File: src/rtl/tohost_reporter.sv
// Watches the core's tohost bus, latches the riscv-tests exit status, and
// streams every new non-zero value as lowercase hex ASCII over a byte handshake.
module tohost_reporter #(
   parameter int FIFO_DEPTH = 4,
   parameter bit CRLF_EN    = 1'b1
) (
   input  logic        CLK,
   input  logic        RST,
   input  logic [31:0] tohost,
   output logic [7:0]  tx_data,
   output logic        tx_valid,
   input  logic        tx_ready,
   output logic        done,
   output logic        pass,
   output logic [30:0] fail_code,
   output logic        overflow
);

   localparam int PW = $clog2(FIFO_DEPTH);
   localparam int CW = PW + 1;

   localparam logic [1:0] ST_IDLE = 2'd0;
   localparam logic [1:0] ST_HEX  = 2'd1;
   localparam logic [1:0] ST_CR   = 2'd2;
   localparam logic [1:0] ST_LF   = 2'd3;

   logic [31:0]   tohost_q_r;
   logic [31:0]   mem_r [FIFO_DEPTH];
   logic [PW-1:0] wr_ptr_r;
   logic [PW-1:0] rd_ptr_r;
   logic [CW-1:0] count_r;
   logic [1:0]    state_r;
   logic [31:0]   shreg_r;
   logic [2:0]    nib_idx_r;
   logic          tx_valid_r;
   logic [7:0]    tx_data_r;
   logic          done_r;
   logic          pass_r;
   logic [30:0]   fail_code_r;
   logic          overflow_r;

   logic          event_s;
   logic          pop_s;
   logic          push_s;
   logic          drop_s;
   logic          exit_s;
   logic          handshake_s;
   logic [1:0]    state_nxt_s;
   logic [31:0]   shreg_nxt_s;
   logic [2:0]    nib_nxt_s;

   function automatic logic [7:0] hex_ascii(input logic [3:0] n);
      logic [7:0] c;
      if (n < 4'd10) begin
         c = 8'h30 + {4'h0, n};
      end else begin
         c = 8'h57 + {4'h0, n};
      end
      return c;
   endfunction

   function automatic logic [7:0] out_byte(input logic [1:0]  st,
                                           input logic [31:0] sh,
                                           input logic [2:0]  nib);
      logic [31:0] shifted;
      logic [7:0]  b;
      shifted = sh >> {nib, 2'b00};
      case (st)
         ST_HEX:  b = hex_ascii(shifted[3:0]);
         ST_CR:   b = 8'h0D;
         ST_LF:   b = 8'h0A;
         default: b = 8'h00;
      endcase
      return b;
   endfunction

   // Event detection and queue push/pop decisions
   always_comb begin
      event_s     = (tohost != tohost_q_r) && (tohost != 32'd0);
      pop_s       = (state_r == ST_IDLE) && (count_r != {CW{1'b0}});
      push_s      = event_s && ((count_r < CW'(FIFO_DEPTH)) || pop_s);
      drop_s      = event_s && !push_s;
      exit_s      = event_s && tohost[0] && !done_r;
      handshake_s = tx_valid_r && tx_ready;
   end

   // Serializer next-state logic; a popped value starts at the top nibble
   always_comb begin
      state_nxt_s = state_r;
      shreg_nxt_s = shreg_r;
      nib_nxt_s   = nib_idx_r;
      case (state_r)
         ST_IDLE: begin
            if (pop_s) begin
               state_nxt_s = ST_HEX;
               shreg_nxt_s = mem_r[rd_ptr_r];
               nib_nxt_s   = 3'd7;
            end else begin
               state_nxt_s = ST_IDLE;
            end
         end
         ST_HEX: begin
            if (handshake_s) begin
               if (nib_idx_r == 3'd0) begin
                  state_nxt_s = CRLF_EN ? ST_CR : ST_IDLE;
               end else begin
                  nib_nxt_s = nib_idx_r - 3'd1;
               end
            end else begin
               state_nxt_s = ST_HEX;
            end
         end
         ST_CR: begin
            if (handshake_s) begin
               state_nxt_s = ST_LF;
            end else begin
               state_nxt_s = ST_CR;
            end
         end
         ST_LF: begin
            if (handshake_s) begin
               state_nxt_s = ST_IDLE;
            end else begin
               state_nxt_s = ST_LF;
            end
         end
         default: state_nxt_s = ST_IDLE;
      endcase
   end

   // Value queue storage and pointers; simultaneous push and pop keeps count
   always_ff @(posedge CLK or negedge RST) begin
      if (!RST) begin
         for (int i = 0; i < FIFO_DEPTH; i++) begin
            mem_r[i] <= 32'd0;
         end
         wr_ptr_r <= {PW{1'b0}};
         rd_ptr_r <= {PW{1'b0}};
         count_r  <= {CW{1'b0}};
      end else begin
         if (push_s) begin
            mem_r[wr_ptr_r] <= tohost;
            wr_ptr_r        <= wr_ptr_r + PW'(1);
         end
         if (pop_s) begin
            rd_ptr_r <= rd_ptr_r + PW'(1);
         end
         count_r <= count_r + CW'(push_s) - CW'(pop_s);
      end
   end

   // Serializer state with outputs registered from the next state
   always_ff @(posedge CLK or negedge RST) begin
      if (!RST) begin
         state_r    <= ST_IDLE;
         shreg_r    <= 32'd0;
         nib_idx_r  <= 3'd0;
         tx_valid_r <= 1'b0;
         tx_data_r  <= 8'h00;
      end else begin
         state_r    <= state_nxt_s;
         shreg_r    <= shreg_nxt_s;
         nib_idx_r  <= nib_nxt_s;
         tx_valid_r <= (state_nxt_s != ST_IDLE);
         tx_data_r  <= out_byte(state_nxt_s, shreg_nxt_s, nib_nxt_s);
      end
   end

   // Sampled tohost and sticky status flags; only the first exit write counts
   always_ff @(posedge CLK or negedge RST) begin
      if (!RST) begin
         tohost_q_r  <= 32'd0;
         done_r      <= 1'b0;
         pass_r      <= 1'b0;
         fail_code_r <= 31'd0;
         overflow_r  <= 1'b0;
      end else begin
         tohost_q_r <= tohost;
         if (exit_s) begin
            done_r      <= 1'b1;
            pass_r      <= (tohost[31:1] == 31'd0);
            fail_code_r <= tohost[31:1];
         end
         if (drop_s) begin
            overflow_r <= 1'b1;
         end
      end
   end

   assign tx_valid  = tx_valid_r;
   assign tx_data   = tx_data_r;
   assign done      = done_r;
   assign pass      = pass_r;
   assign fail_code = fail_code_r;
   assign overflow  = overflow_r;

endmodule

File: config.mk
export PLATFORM = sky130hd
export DESIGN_NAME = tohost_reporter
export DESIGN_NICKNAME = d
export VERILOG_FILES = /design/src/rtl/tohost_reporter.sv
export SDC_FILE = /design/constraint.sdc
export NUM_CORES = 1
export LEC_CHECK = 0
export CAP_MARGIN = 40
export CORE_ASPECT_RATIO = 1.2
export CORE_MARGIN = 5
export CORE_UTILIZATION = 36
export CTS_CLUSTER_DIAMETER = 80
export CTS_CLUSTER_SIZE = 14
export DETAILED_ROUTE_END_ITERATION = 10
export GPL_ROUTABILITY_DRIVEN = 0
export PLACE_DENSITY = 0.61
export SKIP_CTS_REPAIR_TIMING = 1
export SYNTH_ARGS = -nofsm -noshare
export SYNTH_HDL_FRONTEND = slang
export SYNTH_SLANG_ARGS = --single-unit
File: constraint.sdc
create_clock -name CLK -period 3.2 [get_ports CLK]
set_input_delay 0.96 -clock CLK [delete_from_list [all_inputs] [get_ports CLK]]
set_output_delay 0.96 -clock CLK [all_outputs]
set_load 0.01 [all_outputs]
==> results of run 1 <==
==> worst max-delay path: stages <==
cell            delay (ps)
dlymetal6s2s_1         160
buf_4                  160
nor4_4                 380
nand4_1                190
nor2_2                 190
a21oi_2                 90
and2_4                 160
inv_1                   50
ha_1                   220
inv_1                   60
ha_2                   160
inv_2                   40
fa_2                   390
xnor2_2                150
xnor2_1                120
==> per-layer routing <==
metal / GRT usage / share of wire
met5: 0 / 0
met4: 0.0324 / 0.018
met3: 0.0187 / 0.029
met2: 0.261 / 0.50
met1: 0.207 / 0.45
==> final cells by class <==
type	count	share of cell area
Inverter	18	0.00505
Clock buffer	22	0.0396
Antenna cell	1	0.000187
Tap cell	385	0.0360
Timing Repair Buffer	178	0.133
Sequential cell	246	0.460
Clock inverter	2	0.00131
Multi-Input combinational cell	380	0.324
==> registers in the layout, summed over array words and instances (netlist names) <==
register and cells:
mem_r 128, shreg_r 32, tohost_q_r 32, fail_code 31, tx_data 7, count_r 3
nib_idx_r 3, rd_ptr_r 2, state_r 2, wr_ptr_r 2, done 1, overflow 1
pass 1, tx_valid 1
==> power by group <==
part | leakage (nW) | internal [W] | switching, W | total [W]
registers | 2.89 | 0.00437 | 0.000532 | 0.00490
clock network | 0.269 | 0.00117 | 0.00110 | 0.00227
logic | 2.68 | 0.00327 | 0.00248 | 0.00575
total | 5.84 | 0.00882 | 0.00412 | 0.0129
==> stage by stage <==
stage          utilization  TNS [ps]  std cells  hold slack (ps)
2_1_floorplan            -         0        679              452
3_3_place_gp         0.435    -84060       1201              458
3_5_place_dp         0.435    -92040       1201              463
4_1_cts              0.454    -12900       1225              430
5_1_grt              0.465     -45.7       1231              454
6_report             0.465         0       1232              416
==> kinds of logic after synthesis <==
family | after synthesis | synth area share
fa+ha+maj | 10 | 0.0127
mux | 239 | 0.290
flops | 246 | 0.587
other cells | 1 | 0.000358
buf+inv | 53 | 0.0226
compound gates | 32 | 0.0233
xor+xnor | 38 | 0.0317
simple gates | 60 | 0.0320
==> cells in the final DEF (no fill, tap or decap), drive strengths merged, types with 3 or more instances in the layout <==
cell           count
dlymetal6s2s      25
and3               4
clkdlybuf4s50     42
mux4              32
o211ai             3
mux2i              8
a221oi             4
or3                3
dfrtp            246
o22ai              3
ha                 9
xnor2              5
xor2              33
clkbuf            30
nand4              4
nand2b             7
buf              103
nand2             10
o21ai             11
a21oi              4
nor4              16
mux2             199
nor2               6
inv               19
==> worst min path at each step <==
stage | from | to | slack [ps]
2_1_floorplan | mem_r[44]$_DFFE_PN0P_ | mem_r[44]$_DFFE_PN0P_ | 450
3_3_place_gp | overflow$_DFFE_PN0P_ | overflow$_DFFE_PN0P_ | 460
3_5_place_dp | overflow$_DFFE_PN0P_ | overflow$_DFFE_PN0P_ | 460
4_1_cts | RST | tohost_q_r[31]$_DFF_PN0_ | 430
5_1_grt | RST | tohost_q_r[31]$_DFF_PN0_ | 450
6_report | RST | tohost_q_r[31]$_DFF_PN0_ | 420
==> flow_summary.toml, run 1 <==
[synthesis]
synth_top_area_cell = "dfrtp_1"
netlist.area_leader.share = 0.587
synth_cell_types = 44
netlist_area_mm2 = 0.0105
ys_seq_area_frac = 0.587
synthCells = 679
synth_common_cells = "246 x dfrtp_1, 178 x mux2_2, 33 x xor2_1"
synth_edf_count = 0
syn_nets = 724
syn_area_per_cell_um2 = 15.4
yosys_warnings = 0
netlist_top_cells_area = "dfrtp_1 59%, mux2_2 19%, mux4_2 6.9%"
dominantRegCellSynth = "dfrtp_1"
synthMostInstantiatedCell = "dfrtp_1"
synth-async-reset-ratio = 1.00
synth_seq_cells = 246

[clock_tree]
path_clk_slew_ps = 70
cts_buffers = 21
htree_levels = 1
cts_buffer_depth = 3
clk_latency_ps = 510
cts-root-buf = "clkbuf_16"
cts_tree = "done"
clock-sinks = 246

[die]
io-pin-count = 78
start_util = 0.365
die_w_um = 166
core-area_mm2 = 0.0288
dieArea_mm2 = 0.0326
rows = 68
die-height_um = 197

[placed_design]
dpl_worst_slack_ps = -1080
placed_cell_area_mm2 = 0.0125
dpl.hpwl_um = 16900
io_buffers = 76

[timing]
drv_slew = 0
timing.final.crit_share = 0.968
worstMarginPinSlew_ps = 605
maxSlewHeadroom = 0.597
fin_ws_ps = 102
setup_viol = 0
fmax_ghz = 0.323
period_needed_ps = 3100
hold_viol_final = 0
final.setup_skew_ps = 15.5

[critical_path]
rr_startpoint = "nib_idx_r[0]$_DFF_PN0_"
cp.arrival_ps = 3490
worstSetupStartpointType = "primary input"
required_ps = 3590
crit_fanout = 3
critPathKind = "primary input to flop"
r2r_end = "tx_data[2]$_DFF_PN0_"
cp-startpoint = "tohost[30]"
r2r_slack_ps = 180
ff2ff_path_depth = 12
cp-endpoint = "count_r[2]$_DFF_PN0_"
cp-end-kind = "flop"

[route]
drtIter0Drc = 230
viasPerCell = 5.01
first_pass_iters = 4
wl_per_cell_um = 20.0
drcViolationCount = 0
vias = 6172
ant_nets = 0
totalWireLength_um = 24600

[power]
power_w = 0.0129
pwr_density_cell_mw_per_mm2 = 967
power.static_leakage_nw = 5.84
ir_drop_uv = 458

[cells_and_area]
fin_area_mm2 = 0.0134
multi_input_area_mm2 = 0.00434
area_delta_synth_final_pct = 27.6
seqCellArea_mm2 = 0.00616
drive_gt1_frac = 0.461
filler_cell_count = 2618
nets = 890

[global_routing]
grt_pass1_vias = 6634
grt_max_degree = 74
grt.overflow.total = 0
grt_use_total = 0.151
grt_pass1_wl_um = 39400
antenna_found_initial = 1

[worst_hold_path]
hold_path.class = "primary input to async pin"

[run_status]
status = "finished clean"

[job]
drv_cap = 0
Note: power is estimated with default switching activity, not from simulation.
==> inputs of run 2 (changes only) <==
- GPL_ROUTABILITY_DRIVEN: 0 -> default
==> results of run 2 <==
Final layout, timing and power as in run 1 (identical DEF).
==> inputs of run 3 (changes only) <==
- PLACE_DENSITY: 0.61 -> 0.59
- clock period: 3.2 -> 2.9 ns (I/O delays scaled with it)
==> run 3 against run 2 <==
Effect of this change:
- the flow now finishes with violations (negative setup slack)
- non-clock buffer count up 18
- critical path depth down 4
- clock power up 10%
- hold slack worse by 170 ps
- critical path type is now flop to flop
- highest routed layer unchanged
==> flow_summary.toml, run 3 (synthesized netlist as in run 1, its figures left out) <==
[cells_and_area]
nets = 908
final_common_cell = "dfrtp_1"
biggestRegsByFlops = "mem_r x128, shreg_r x32, tohost_q_r x32"
filler_cell_count = 2554
area_delta_synth_final_pct = 30.5
n_antenna_cell = 0
drive_gt1_frac = 0.491
top_register = "mem_r"
final_cell_mix = "245 x dfrtp_1, 172 x mux2_2, 97 x buf_4"
largest_register_ffs = 128

[global_routing]
grt_pass1_vias = 7050
grt_use_total = 0.159
grt_pass1_wl_um = 41400
grt.overflow.total = 0
grt_max_degree = 70
antenna_found_initial = 0

[clock_tree]
htree_levels = 1
cts_buffers = 21
cts_buffer_depth = 3
clock-sinks = 246
path_clk_slew_ps = 70
cts-root-buf = "clkbuf_16"
clk_latency_ps = 500
cts_tree = "done"

[run_status]
violations = "negative setup slack"
status = "finished, violations left"

[timing]
timing.final.crit_share = 1.01
drv_slew = 0
setup_viol = 2
final.setup_skew_ps = 16.5
rsz0062_at_grt = "yes"
fin_ws_ps = -40.5
fmax_ghz = 0.340
hold_viol_final = 0
whs_ps = 244
period_needed_ps = 2940

[critical_path]
cp.arrival_ps = 3370
crit_chain = "buf_12 -> mux4_2 -> mux2_2 -> nand2b_1 -> o211ai_1 -> o21ai_0 -> o21ai_1 -> ha_2 -> nor2b_4 -> mux2_4 -> o21ai_2"
path_buf_inv = 1
cp-end-kind = "flop"
crit_fanout = 6
worstSetupStartpointType = "flop"
crit_cells = 11
slowest_stage = "mux4_2"
cp_slowest_stage_delay_ps = 530
critPathKind = "flop to flop"
cp_top_family = "multiplexers"
ff2ff_path_depth = 11
required_ps = 3320

[die]
start_util = 0.365
rows = 68
die-height_um = 197
dieArea_mm2 = 0.0326
io-pin-count = 78
core-area_mm2 = 0.0288
die_w_um = 166

[power]
ir_drop_uv = 637
pwr_density_cell_mw_per_mm2 = 1130
power.static_leakage_nw = 5.95

[route]
viasPerCell = 4.98
ant_nets = 0
vias = 6214
totalWireLength_um = 26300
first_pass_iters = 4
wl_per_cell_um = 21.1
drcViolationCount = 0
drtIter0Drc = 288

[worst_hold_path]
hold_path.class = "primary input to async pin"

[placed_design]
gp_congestion = 0.811
dpl.hpwl_um = 18100
dpl_worst_slack_ps = -1050
io_buffers = 76

[job]
drv_cap = 0
## run 3: cell count changes in the layout (fill, tap and decap cells not counted), moves of 3 or more
cell	delta
mux2i_4	+4
buf_12	-3
mux2_2	-6
mux2_4	+6
mux2i_1	-5
buf_4	+16
xor2_2	-3
inv_1	-3
buf_6	+5
## run 3: metrics by stage
stage	setup TNS [ps]	instance area [µm²]	total power, W	cells	utilization
floorplan	-191	10600	0.00957	679	-
global placement	-101880	12500	0.0117	1206	0.436
detailed placement	-102560	12500	0.0120	1206	0.436
CTS	-15690	13100	0.0146	1230	0.455
global route	-682	13700	0.0164	1249	0.476
finish	-43.9	13700	0.0155	1249	0.476
## run 3: worst reg2reg max path, stage by stage (launching register included)
cell	delay [ps]
dfrtp_2	460
buf_12	170
mux4_2	530
mux2_2	310
nand2b_1	150
o211ai_1	80
o21ai_0	160
o21ai_1	230
ha_2	230
nor2b_4	140
mux2_4	300
o21ai_2	100
## run 3: cell type report
cell class                 instances  area, µm²  area share
sequential                       246       6160       0.450
tap                              385        482      0.0352
clock buffer                      22        529      0.0387
inverter                          18       75.1     0.00549
multi-input combinational        380       4510       0.330
clock inverter                     2       17.5     0.00128
timing repair buffer             196       1910       0.140
## run 3: final timing paths
check	slack (ps)	from	endpoint
max in group asynchronous	1860	RST	mem_r[63]$_DFFE_PN0P_
setup / recovery	-40	rd_ptr_r[0]$_DFFE_PN0N_	tx_data[2]$_DFF_PN0_
hold reg to reg	470	overflow$_DFFE_PN0P_	overflow$_DFFE_PN0P_
setup reg to reg	-40	rd_ptr_r[0]$_DFFE_PN0N_	tx_data[2]$_DFF_PN0_
min in group CLK	470	overflow$_DFFE_PN0P_	overflow$_DFFE_PN0P_
hold / removal	240	RST	tohost_q_r[15]$_DFF_PN0_
## run 3: power by group
| group | switching (W) | internal [W] | total (W) |
|---|---|---|---|
| registers | 0.000645 | 0.00483 | 0.00547 |
| clock network | 0.00120 | 0.00130 | 0.00250 |
| logic | 0.00322 | 0.00429 | 0.00751 |
| total | 0.00506 | 0.0104 | 0.0155 |
## run 3: layer usage
| metal | vias up | share of wire | global-route usage |
|---|---|---|---|
| li1 | 2798 | - | - |
| met1 | 3302 | 0.44 | 0.209 |
| met2 | 93 | 0.52 | 0.284 |
| met3 | 21 | 0.026 | 0.0179 |
| met4 | 0 | 0.014 | 0.0364 |
| met5 | - | 0 | 0 |
==> patch, RTL diff (config.mk and constraints of run 1) <==
Change the parameter `FIFO_DEPTH` from 4 to 2.
--- a/src/rtl/tohost_reporter.sv
+++ b/src/rtl/tohost_reporter.sv
@@ -3,3 +3,3 @@
 module tohost_reporter #(
-   parameter int FIFO_DEPTH = 4,
+   parameter int FIFO_DEPTH = 2,
    parameter bit CRLF_EN    = 1'b1
Formal check against the unedited RTL: not equivalent (a bounded check fails within 10 cycles, from zero or initial values and one cycle with RST low).
==> patch against run 1 <==
Clock power down 12%; routed wire length down 21%; area after synthesis down 25%; clock skew down 0.0046 ns; power down 19%; sequential cell count down 67; core utilization up 0.75 points; worst setup slack about the same; cell area down 24%; critical path type unchanged; largest cell class unchanged; largest power group unchanged.
==> patch: results (changes against run 1) <==
| Metric | Value |
|---|---|
| DPL Wire Length | `14600 um (-13%)` |
| Status | `completed` |
| Worst hold path class | `register to register` |
| Routed wl met3 | `570 um (-21%)` |
| Initial antenna violation count | `0 (-1)` |
| Vias in the first global route | `5670 (-15%)` |
| Peak supply drop | `0.000649 V (+42%)` |
| Ant diodes | `0 (-1)` |
| Top flop regs | `mem_r (64), shreg_r (32), tohost_q_r (32)` |
| Number of CTS-inserted buffers | `17 (-19%)` |
| Leakage | `4.45 nW (-24%)` |
| M2 GR Usage | `28.4% (+2.3 points)` |
| Area of placed instances | `0.00954 mm^2 (-24%)` |
| Clk_lat worst skew | `0.42 ns (-0.09 ns)` |
| GRT met1 Usage | `19.7% (-0.98 points)` |
| Synthesized Nets | `655 (-9.5%)` |
| Place WS | `-0.537 ns (+0.541 ns)` |
| Dpl cells | `1014 (-16%)` |
| GR Util All Layers | `15.9% (+0.76 points)` |
| Vias per inst | `5.05 (+0.82%)` |
| First-pass GRT wire length | `31400 um (-20%)` |
| Fin Clk Skew | `0.0109 ns (-0.00456 ns)` |
| Clock buffer depth | `2 (-1)` |
| Dominant cells by area after synthesis | `dfrtp_1 (57%), mux2_2 (13%), mux2i_1 (4.4%), xor2_1 (2.8%), nand2_1 (2.0%)` |
| Sequential area share after synthesis | `56.7% (-2.1 points)` |
| CP Data Arrival Time | `3.40 ns (-0.09 ns)` |
| Top post-synthesis cells by count | `dfrtp_1 (179), mux2_2 (92), nand2_1 (42)` |
| Slew HR | `35.6% (-24 points)` |
| Cell variety after synth | `63 (+43%)` |
| Fraction of layout cells with a size suffix above 1 | `32.2% (-14 points)` |
| Vias | `5293 (-14%)` |
| Mapped Cells | `615 (-9.4%)` |
## patch: worst max-delay path, stage by stage
cell             delay, ns
clkdlybuf4s50_1       0.50
xor2_1                0.38
nor4_2                0.12
nand4_1               0.17
nor4_4                0.06
a211oi_2              0.35
nor2b_2               0.28
buf_4                 0.23
mux2_2                0.36
## patch: logic make-up after synthesis
family / after synthesis / synth area share (%)
other cells: 1 / 0.0474
fa+ha+maj: 5 / 0.792
simple gates: 125 / 9.09
buf+inv: 44 / 2.72
compound gates: 92 / 8.29
flops: 179 / 56.7
xor+xnor: 36 / 3.99
mux: 133 / 18.4
## patch: final timing paths
kind                                             start               endpoint  slack, ns  cells after the start
worst max-delay path                         tohost[8]  mem_r[57]$_DFFE_PN0P_       0.10                      9
worst max register to register  nib_idx_r[0]$_DFF_PN0_   tx_data[2]$_DFF_PN0_       0.25                     12
max in group asynchronous                          RST  mem_r[43]$_DFFE_PN0P_       1.97                      2
worst min register to register    shreg_r[7]$_DFF_PN0_   shreg_r[7]$_DFF_PN0_       0.48                      2
worst min-delay path              shreg_r[7]$_DFF_PN0_   shreg_r[7]$_DFF_PN0_       0.48                      2
min in group asynchronous                          RST  shreg_r[26]$_DFF_PN0_       0.52                      1
## patch: cell type report
type	count	area (um^2)	share of cell area [%]
flip-flops and latches	179	4480	43.8
multi-input cells	392	3310	32.4
repair buffers	162	1490	14.6
clock buffers	17	425	4.16
well taps	274	343	3.35
clock inverters	15	138	1.35
inverters	9	36.3	0.355
## patch: power by group
part | switching, mW | internal, mW | leakage [nW]
Combinational | 2.35 | 2.57 | 2.05
Sequential | 0.502 | 3.08 | 2.12
Clock | 0.957 | 1.03 | 0.273
Total | 3.81 | 6.69 | 4.45
